==> src/rtl/pulse_meter_pkg.sv <==
// pulse_meter_pkg: shared definitions for the pulse_meter block.
//   state_e     - measurement FSM encodings (3-bit)
//   PulseCountW - width of the accepted-pulse counter
//   cnt_max()   - all-ones value of a measurement counter of a given width
// Optional build macro used by the block: PULSE_METER_FILTER_EN.
package pulse_meter_pkg;

    typedef enum logic [2:0] {
        StFlush = 3'd0,
        StSkip  = 3'd1,
        StArmed = 3'd2,
        StHigh  = 3'd3,
        StLow   = 3'd4
    } state_e;

    localparam int unsigned PulseCountW = 16;

    // Saturation value of a w-bit measurement counter.
    function automatic logic [63:0] cnt_max(input int unsigned w);
        return (64'd1 << w) - 64'd1;
    endfunction

endpackage

==> src/rtl/pulse_meter_sync_edge.sv <==
// pulse_meter_sync_edge: the sync_edge stage of pulse_meter.
// Brings the asynchronous pulse line into the clock domain, optionally
// glitch-filters it, and detects rising/falling edges of the result.
// Build macro: PULSE_METER_FILTER_EN adds a FILT_LEN-sample stability filter.
// Ports:
//   clock    - system clock, rising edge
//   reset    - synchronous active-high reset
//   pulse_in - asynchronous pulse line
//   level    - synchronized (filtered when enabled) level
//   rise     - level went 0->1 this cycle
//   fall     - level went 1->0 this cycle
module pulse_meter_sync_edge #(
    parameter int unsigned SYNC_STAGES = 2,
    parameter int unsigned FILT_LEN    = 2
) (
    input  logic clock,
    input  logic reset,
    input  logic pulse_in,
    output logic level,
    output logic rise,
    output logic fall
);

    logic [SYNC_STAGES-1:0] sync_q, sync_d;
    logic                   s;
    logic                   s_d_q;

    always_comb begin
        sync_d = {sync_q[SYNC_STAGES-2:0], pulse_in};
    end

    always_ff @(posedge clock) begin
        if (reset) begin
            sync_q <= '0;
        end else begin
            sync_q <= sync_d;
        end
    end

`ifdef PULSE_METER_FILTER_EN
    localparam int unsigned    FiltCntW = $clog2(FILT_LEN + 1);
    localparam logic [FiltCntW-1:0] FiltLast = FiltCntW'(FILT_LEN - 1);

    logic                filt_q, filt_d;
    logic [FiltCntW-1:0] fcnt_q, fcnt_d;

    // Flip only after FILT_LEN consecutive samples disagree with the held level;
    // any agreeing sample restarts the run.
    always_comb begin
        filt_d = filt_q;
        fcnt_d = '0;
        if (sync_q[SYNC_STAGES-1] != filt_q) begin
            if (fcnt_q == FiltLast) begin
                filt_d = ~filt_q;
            end else begin
                fcnt_d = fcnt_q + FiltCntW'(1);
            end
        end
    end

    always_ff @(posedge clock) begin
        if (reset) begin
            filt_q <= 1'b0;
            fcnt_q <= '0;
        end else begin
            filt_q <= filt_d;
            fcnt_q <= fcnt_d;
        end
    end

    assign s = filt_q;
`else
    logic unused_filt_len;
    assign unused_filt_len = ^FILT_LEN;
    assign s = sync_q[SYNC_STAGES-1];
`endif

    always_ff @(posedge clock) begin
        if (reset) begin
            s_d_q <= 1'b0;
        end else begin
            s_d_q <= s;
        end
    end

    assign level = s;
    assign rise  = s & ~s_d_q;
    assign fall  = ~s & s_d_q;

endmodule

==> src/rtl/pulse_meter.sv <==
// pulse_meter: measures high width and rise-to-rise period of an asynchronous
// pulse line in clock cycles, counts accepted pulses and strobes each completed
// measurement for one cycle.
// Build macro: PULSE_METER_FILTER_EN enables the input glitch filter.
// Ports:
//   clock       - system clock, rising edge
//   reset       - synchronous active-high reset
//   pulse_in    - asynchronous pulse line
//   level       - synchronized (filtered when enabled) level of pulse_in
//   width       - high time of last completed pulse
//   period      - rise-to-rise time of last completed pulse
//   meas_valid  - one-cycle strobe, width/period updated
//   pulse_count - accepted rising edges, wraps
//   overflow    - sticky, a measurement counter saturated
module pulse_meter
    import pulse_meter_pkg::*;
#(
    parameter int unsigned CNT_W       = 8,
    parameter int unsigned SYNC_STAGES = 2,
    parameter int unsigned FILT_LEN    = 2
) (
    input  logic                   clock,
    input  logic                   reset,
    input  logic                   pulse_in,
    output logic                   level,
    output logic [CNT_W-1:0]       width,
    output logic [CNT_W-1:0]       period,
    output logic                   meas_valid,
    output logic [PulseCountW-1:0] pulse_count,
    output logic                   overflow
);

    // Flush long enough for reset-time zeros to drain out of the input pipeline,
    // so the first decision is made on a real sample of pulse_in.
`ifdef PULSE_METER_FILTER_EN
    localparam int unsigned FlushLen = SYNC_STAGES + 1 + FILT_LEN;
`else
    localparam int unsigned FlushLen = SYNC_STAGES + 1;
`endif
    localparam int unsigned          FlushCntW = $clog2(FlushLen);
    localparam logic [FlushCntW-1:0] FlushLast = FlushCntW'(FlushLen - 1);
    localparam logic [CNT_W-1:0]     CntMax    = CNT_W'(cnt_max(CNT_W));
    localparam logic [CNT_W-1:0]     CntOne    = CNT_W'(1);

    logic s_level, rise, fall;

    pulse_meter_sync_edge #(
        .SYNC_STAGES (SYNC_STAGES),
        .FILT_LEN    (FILT_LEN)
    ) u_sync_edge (
        .clock    (clock),
        .reset    (reset),
        .pulse_in (pulse_in),
        .level    (s_level),
        .rise     (rise),
        .fall     (fall)
    );

    state_e                 state_q, state_d;
    logic [FlushCntW-1:0]   flush_q, flush_d;
    logic [CNT_W-1:0]       wc_q, wc_d;
    logic [CNT_W-1:0]       pc_q, pc_d;
    logic [CNT_W-1:0]       width_hold_q, width_hold_d;
    logic [CNT_W-1:0]       width_q, width_d;
    logic [CNT_W-1:0]       period_q, period_d;
    logic                   mv_q, mv_d;
    logic [PulseCountW-1:0] count_q, count_d;
    logic                   ovf_q, ovf_d;
    logic [CNT_W-1:0]       wc_inc, pc_inc;

    assign wc_inc = (wc_q == CntMax) ? wc_q : wc_q + CntOne;
    assign pc_inc = (pc_q == CntMax) ? pc_q : pc_q + CntOne;

    always_comb begin
        state_d      = state_q;
        flush_d      = flush_q;
        wc_d         = wc_q;
        pc_d         = pc_q;
        width_hold_d = width_hold_q;
        width_d      = width_q;
        period_d     = period_q;
        mv_d         = 1'b0;
        count_d      = count_q;
        ovf_d        = ovf_q;

        unique case (state_q)
            StFlush: begin
                if (flush_q == FlushLast) begin
                    state_d = s_level ? StSkip : StArmed;
                end else begin
                    flush_d = flush_q + FlushCntW'(1);
                end
            end
            // A pulse already high at start-up has an unknown width; wait it out.
            StSkip: begin
                if (fall) begin
                    state_d = StArmed;
                end
            end
            StArmed: begin
                if (rise) begin
                    state_d = StHigh;
                    count_d = count_q + PulseCountW'(1);
                    wc_d    = CntOne;
                    pc_d    = CntOne;
                end
            end
            StHigh: begin
                pc_d = pc_inc;
                if (fall) begin
                    width_hold_d = wc_q;
                    state_d      = StLow;
                end else begin
                    wc_d = wc_inc;
                end
            end
            StLow: begin
                if (rise) begin
                    width_d  = width_hold_q;
                    period_d = pc_q;
                    mv_d     = 1'b1;
                    count_d  = count_q + PulseCountW'(1);
                    wc_d     = CntOne;
                    pc_d     = CntOne;
                    state_d  = StHigh;
                end else begin
                    pc_d = pc_inc;
                end
            end
            default: begin
                state_d = StFlush;
            end
        endcase

        if ((wc_d == CntMax) || (pc_d == CntMax)) begin
            ovf_d = 1'b1;
        end
    end

    always_ff @(posedge clock) begin
        if (reset) begin
            state_q      <= StFlush;
            flush_q      <= '0;
            wc_q         <= '0;
            pc_q         <= '0;
            width_hold_q <= '0;
            width_q      <= '0;
            period_q     <= '0;
            mv_q         <= 1'b0;
            count_q      <= '0;
            ovf_q        <= 1'b0;
        end else begin
            state_q      <= state_d;
            flush_q      <= flush_d;
            wc_q         <= wc_d;
            pc_q         <= pc_d;
            width_hold_q <= width_hold_d;
            width_q      <= width_d;
            period_q     <= period_d;
            mv_q         <= mv_d;
            count_q      <= count_d;
            ovf_q        <= ovf_d;
        end
    end

    assign level       = s_level;
    assign width       = width_q;
    assign period      = period_q;
    assign meas_valid  = mv_q;
    assign pulse_count = count_q;
    assign overflow    = ovf_q;

endmodule

==> config.mk <==
export PLATFORM = sky130hd
export DESIGN_NAME = pulse_meter
export DESIGN_NICKNAME = d
export VERILOG_FILES = /design/src/rtl/pulse_meter_pkg.sv /design/src/rtl/pulse_meter_sync_edge.sv /design/src/rtl/pulse_meter.sv
export SDC_FILE = /design/constraint.sdc
export NUM_CORES = 1
export LEC_CHECK = 0
export ABC_CLOCK_PERIOD_IN_PS = 4300
export CORE_ASPECT_RATIO = 1.1
export CORE_MARGIN = 1.5
export CORE_UTILIZATION = 39
export CTS_BUF_LIST = sky130_fd_sc_hd__clkbuf_8
export DETAILED_ROUTE_END_ITERATION = 10
export GPL_TIMING_DRIVEN = 0
export PLACE_DENSITY_LB_ADDON = 0.3
export SLEW_MARGIN = 25
export SYNTH_ARGS = -nofsm -noshare
export SYNTH_HDL_FRONTEND = slang
export SYNTH_SLANG_ARGS = --single-unit
export TNS_END_PERCENT = 1
==> constraint.sdc <==
create_clock -name clock -period 4.3 [get_ports clock]
set_clock_uncertainty 0.05 [all_clocks]
set_input_delay 1.075 -clock clock [delete_from_list [all_inputs] [get_ports clock]]
set_output_delay 1.075 -clock clock [all_outputs]
set_load 0.005 [all_outputs]
==> results of run 1 <==
[worst paths after layout]
kind | start | endpoint | cells after the start
hold reg to reg | u_sync_edge.sync_q[0] | u_sync_edge.sync_q[1] | 1
setup reg to reg | u_sync_edge.sync_q[1] | pulse_count[15] | 6
hold / removal | u_sync_edge.sync_q[0] | u_sync_edge.sync_q[1] | 1
setup / recovery | u_sync_edge.sync_q[1] | level | 1
[synthesized netlist by cell type, types with 2 or more instances]
master      n  area (sq um)
a22oi_1     5          37.5
nand4b_1    3          26.3
a2bb2oi_1   2          17.5
nand2_1    57           214
or3_1       5          31.3
nand2b_1    4          25.0
nor2_1     31           116
o211ai_1    3          22.5
buf_6       4          45.0
buf_2       4          20.0
clkbuf_1   11          41.3
mux2i_1     4          40.0
and3_1      5          31.3
xor2_1     10          87.6
dfxtp_1    66          1320
inv_1       6          22.5
nor2b_1     7          43.8
a31oi_1     5          31.3
nand3_1    13          65.1
and2_1      5          31.3
o21ai_0    17          85.1
xnor2_1     4          35.0
nor3b_1     3          22.5
nor4_1      4          25.0
nand4_1     9          56.3
ha_1        4          50.1
a211oi_1    5          37.5
a21oi_1    32           160
nor3_1      9          45.0
o2111ai_1   2          17.5
[registers in the layout (all words and copies together), names as in the netlist]
| register | flops |
|---|---|
| u_sync_edge.s_d_q | 1 |
| width | 8 |
| period | 8 |
| pulse_count | 16 |
| flush_q | 2 |
| u_sync_edge.sync_q | 2 |
| state_q | 3 |
| wc_q | 8 |
| overflow | 1 |
| meas_valid | 1 |
| pc_q | 8 |
| width_hold_q | 8 |
[cell families after synthesis]
| logic type | count (synthesis) | share of synthesized area, % |
|---|---|---|
| flip-flops | 66 | 43.3 |
| AND/OR/NAND/NOR | 164 | 26.8 |
| buffers and inverters | 27 | 4.63 |
| AO/OA/AOI/OAI | 86 | 18.3 |
| XOR/XNOR | 14 | 4.02 |
| adder cells (fa/ha/maj) | 4 | 1.64 |
| multiplexers | 4 | 1.31 |
[metrics by stage]
step                worst slack [ps]  util, %  hold slack [ps]
global route                    1700     50.2              407
CTS                             1800     50.2              396
detailed placement              1470     47.3              380
finish                          1830     50.2              393
floorplan                       2380        -              364
global placement                1470     47.3              373
[layer usage]
metal	vias to the layer above	track usage, %
met5	-	0
met2	64	29.6
li1	1400	-
met1	1294	23.4
met3	8	3.26
met4	0	7.80
[power groups by stage]
stage	sequential [mW]	clock, mW	combinational (mW)
after floorplan	0.652	0	0.120
after global placement	0.654	0	0.146
after detailed placement	0.655	0	0.148
after CTS	0.641	0.583	0.150
after global routing	0.644	0.606	0.166
final	0.641	0.570	0.149
[cell type report]
class | count | area [sq um]
fillers | 781 | 3740
multi-input cells | 272 | 1590
flip-flops and latches | 66 | 1320
repair buffers | 37 | 370
clock buffers | 10 | 138
well taps | 105 | 131
plain buffers | 21 | 119
clock inverters | 6 | 81.3
inverters | 6 | 22.5
==> reports/qor.csv, run 1 <==
metric,value,unit
outcome,completed,
met1_length,3.39,mm
async_reset_ff_share,0,%
critPathMaxStageDelay,550,ps
grt_max_degree,12,
cts_hold_buf,0,
nNetsFinal,420,
layout_commonest_cell,dfxtp_1,
wl_per_cell,13.3,um
drc,0,
synth_area,3050,sq um
dr_wl_met2,3.25,mm
timing.fmax,405,MHz
gr-total-overflow,0,
diodes,0,
rsz0062_at_grt,false,
drv_cap,0,
cts_tree,built,
port_buffers,37,
ys_seq_area_share,43.3,%
crit_slowest_cell,clkdlybuf4s50_1,
wl,6.95,mm
cp-end-kind,output port,
area_delta_synth_final,23.6,%
ys_ff_latch,66,
cp_max_fo,8,
cts_resized,0,
critPathArrivalTime,1350,ps
die_w,87.3,um
synthCells,365,
fp-row-count,33,
pwr-share-seq,47.1,%
crit_chain,clkdlybuf4s50_1,
gp_congestion,0.867,
vias_per_cell,5.29,
vias,2766,
cts_buffers,9,
dp.final_hpwl,4.92,mm
grt_pass1_wl,11.9,mm
drt-pass1-iter-count,4,
root_buffer,clkbuf_8,
synth_flop_cell,dfxtp_1,
fin_crit_sh,57.5,%
swShare,24.1,%
stdcell_count,523,
critPathRequiredTime,3170,ps
power.internal,1.03,mW
start_util,40.6,%
cp_top_family,buffers and inverters,
power.total,1.36,mW
power.switching,328,uW
cts.path.max_buffers,2,
antenna_found_initial,0,
finalHoldViolations,0,
clockPowerShare,41.9,%
synth.net_count,372,
combPwrFrac,11.0,%
synth-edff-count,0,
stdcell_area,3770,sq um
routed.top_layer,met4,
drive_above_1_share,7.89,%
dp_cells,507,
io_pins,38,
dieHeight,95.8,um
irDropWorstVdd,0.184,mV
p_leak,1.26,nW
cts_max_level,3,
dpl-instance-area,3550,sq um
tns,0,ps
syn_area_per_cell,8.36,sq um
critical_path_class,flip-flop to output port,
period_minus_slack,2470,ps
setup_viol,0,
drtIter0Drc,183,
grt_pass1_vias,2619,
yosys.cell_types.count,56,
drv_slew,0,
slew_headroom,59.9,%
min_path_type,flip-flop to flip-flop,
worstSkewPairLatency,330,ps
mostFrequentLayoutCells,"dfxtp_1, nand2_1, clkdlybuf4s50_1, a21oi_1, nor2_1",
coreArea,7510,sq um
post_cts_buffers,0,
antenna_left,0,
synth_warnings,0,
grt.total_usage,18.1,%
cp-start-kind,flip-flop,
clk_pin_slew,70,ps
worst_slew_pin_slew,599,ps
dieArea,8360,sq um
rrSetupSlack,2030,ps
cts_sinks,66,
crit_buf_inv,1,
p_per_area,360,nW/um^2
dr_wl_met3,240,um
(Power assumes the default switching activity.)
==> run 2, diff against run 1 <==
--- a/config.mk
+++ b/config.mk
@@ -5,7 +5,7 @@
 export SDC_FILE = /design/constraint.sdc
 export NUM_CORES = 1
 export LEC_CHECK = 0
-export ABC_CLOCK_PERIOD_IN_PS = 4300
+export ABC_CLOCK_PERIOD_IN_PS = 2100
 export CORE_ASPECT_RATIO = 1.1
 export CORE_MARGIN = 1.5
 export CORE_UTILIZATION = 39
==> constraint.sdc (replaced) <==
create_clock -name clock -period 2.1 [get_ports clock]
set_clock_uncertainty 0.05 [all_clocks]
set_input_delay 0.525 -clock clock [delete_from_list [all_inputs] [get_ports clock]]
set_output_delay 0.525 -clock clock [all_outputs]
set_load 0.005 [all_outputs]
==> run 2 against run 1 <==
  * The flow now finishes with violations (setup timing)
  * Total power increased by 110%
  * Non-clock buffer count rose by 19
  * Via count is 4.0% higher
  * Routed wire length up 9.6%
==> reports/qor.csv, run 2 (synthesis gave the netlist of run 1 again) <==
metric,value,unit,change
diodes,0,,unchanged
stdcell_area,4030,sq um,was 3770 sq um
start_util,40.6,%,unchanged
drtIter0Drc,226,,was 183
whs,392,ps,was 393 ps
nNetsFinal,439,,was 420
drv_cap,0,,unchanged
irDropWorstVdd,0.387,mV,was 0.184 mV
mostFrequentLayoutCells,"dfxtp_1, nand2_1, clkdlybuf4s50_1, a21oi_1, nor2_1",,unchanged
timing.fmax,443,MHz,
critical_path_class,flip-flop to flip-flop,,was flip-flop to output port
setup_ws,-155,ps,was 1830 ps
multiInputGateArea,1680,sq um,was 1590 sq um
layout_commonest_cell,dfxtp_1,,unchanged
antenna_left,0,,unchanged
power.total,2.88,mW,was 1.36 mW
dp.final_hpwl,4.92,mm,unchanged
min_path_type,flip-flop to flip-flop,,unchanged
worstSkewPairLatency,340,ps,was 330 ps
cp_max_fo,6,,was 8
nFillCells,751,,was 781
wl_per_cell,14.0,um,was 13.3 um
worst_slew_pin_slew,578,ps,was 599 ps
dpl_worst_slack,-178,ps,was 1470 ps
cts_buffers,9,,unchanged
grt_max_degree,12,,unchanged
fp-row-count,33,,unchanged
gr-total-overflow,0,,unchanged
p_leak,1.37,nW,was 1.26 nW
dieHeight,95.8,um,unchanged
area_delta_synth_final,32.0,%,was 23.6%
gp_congestion,0.867,,unchanged
cp-start-kind,flip-flop,,unchanged
violations,setup timing,,
dpl-instance-area,3550,sq um,unchanged
cp-end-kind,flip-flop,,was output port
coreArea,7510,sq um,unchanged
slew_headroom,61.5,%,was 59.9%
die_w,87.3,um,unchanged
grt_pass1_wl,12.0,mm,was 11.9 mm
clk_pin_slew,70,ps,about the same
cts_max_level,3,,unchanged
vias,2877,,was 2766
finalHoldViolations,0,,unchanged
cts.path.max_buffers,2,,unchanged
io_pins,38,,unchanged
antenna_found_initial,0,,unchanged
drt-pass1-iter-count,4,,unchanged
rsz0062_at_grt,true,,was false
dieArea,8360,sq um,unchanged
cts_sinks,66,,unchanged
dp_cells,507,,unchanged
setup_viol,1,,was 0
grt.total_usage,18.2,%,was 18.1%
drive_above_1_share,15.6,%,was 7.89%
period_minus_slack,2250,ps,
root_buffer,clkbuf_8,,unchanged
largest_reg_flops,16,,unchanged
port_buffers,37,,unchanged
critPathArrivalTime,2470,ps,was 1350 ps
cts_hold_buf,0,,unchanged
register_area,1330,sq um,was 1320 sq um
critPathRequiredTime,2310,ps,was 3170 ps
fin_crit_sh,107,%,
drc,0,,unchanged
grt_pass1_vias,2614,,was 2619
cts_tree,built,,unchanged
p_per_area,715,nW/um^2,was 360 nW/um^2
vias_per_cell,5.31,,was 5.29
wl,7.61,mm,was 6.95 mm
outcome,"complete, but fails checks",,was completed
stdcell_count,542,,was 523
drv_slew,0,,unchanged
run 2: cell count changes in the layout (fill, tap and decap cells not counted), sizes merged:
cell    before  now
buf          9   27
clkbuf      22   23
run 2: layout make-up:
type                       instances  area share, %
sequential                        66           32.9
multi-input combinational        272           41.8
clock inverter                     6           2.02
tap                              105           3.26
inverter                           6          0.559
clock buffer                      10           3.42
buffer                            21           3.14
timing repair buffer              56           12.9
run 2: report_power, final:
group / internal [mW] / switching (mW)
combinational: 0.193 / 0.198
sequential: 1.29 / 0.0270
clock: 0.693 / 0.483
run 2: timing repair:
action / CTS / global route
setup endpoints to repair: 14 / 28
buffers inserted: 0 / 19
resized for setup: 2 / 27
pin swaps: 0 / 8
cloned: 0 / 0
run 2: worst paths after layout:
kind	to	startpoint	cells after the start	slack, ps
setup reg to reg	overflow	state_q[1]	10	-150
hold reg to reg	u_sync_edge.sync_q[1]	u_sync_edge.sync_q[0]	1	390
hold / removal	u_sync_edge.sync_q[1]	u_sync_edge.sync_q[0]	1	390
setup / recovery	overflow	state_q[1]	10	-150
run 2: stage by stage:
step | utilization (%) | TNS [ps]
after global placement | 47.3 | -4220
after CTS | 50.3 | -171
after detailed placement | 47.3 | -4680
after global routing | 53.6 | -344
final | 53.6 | -155
after floorplan | - | 0
run 2: worst max-delay path: stages (launching register included):
cell      delay [ps]
dfxtp_2          320
buf_6            120
or3b_1           380
buf_6            140
o21ai_4          150
buf_6            140
buf_4            120
a21oi_1          110
nor4b_2          370
nand4_1          190
o211ai_2         110
run 2: metal layers:
| layer | vias up | share of wire [%] | global-route usage [%] |
|---|---|---|---|
| met5 | - | 0 | 0 |
| met4 | 0 | 2.2 | 7.54 |
| met3 | 17 | 3.9 | 3.26 |
| met2 | 79 | 47 | 29.7 |
| met1 | 1343 | 46 | 23.5 |
| li1 | 1438 | - | - |
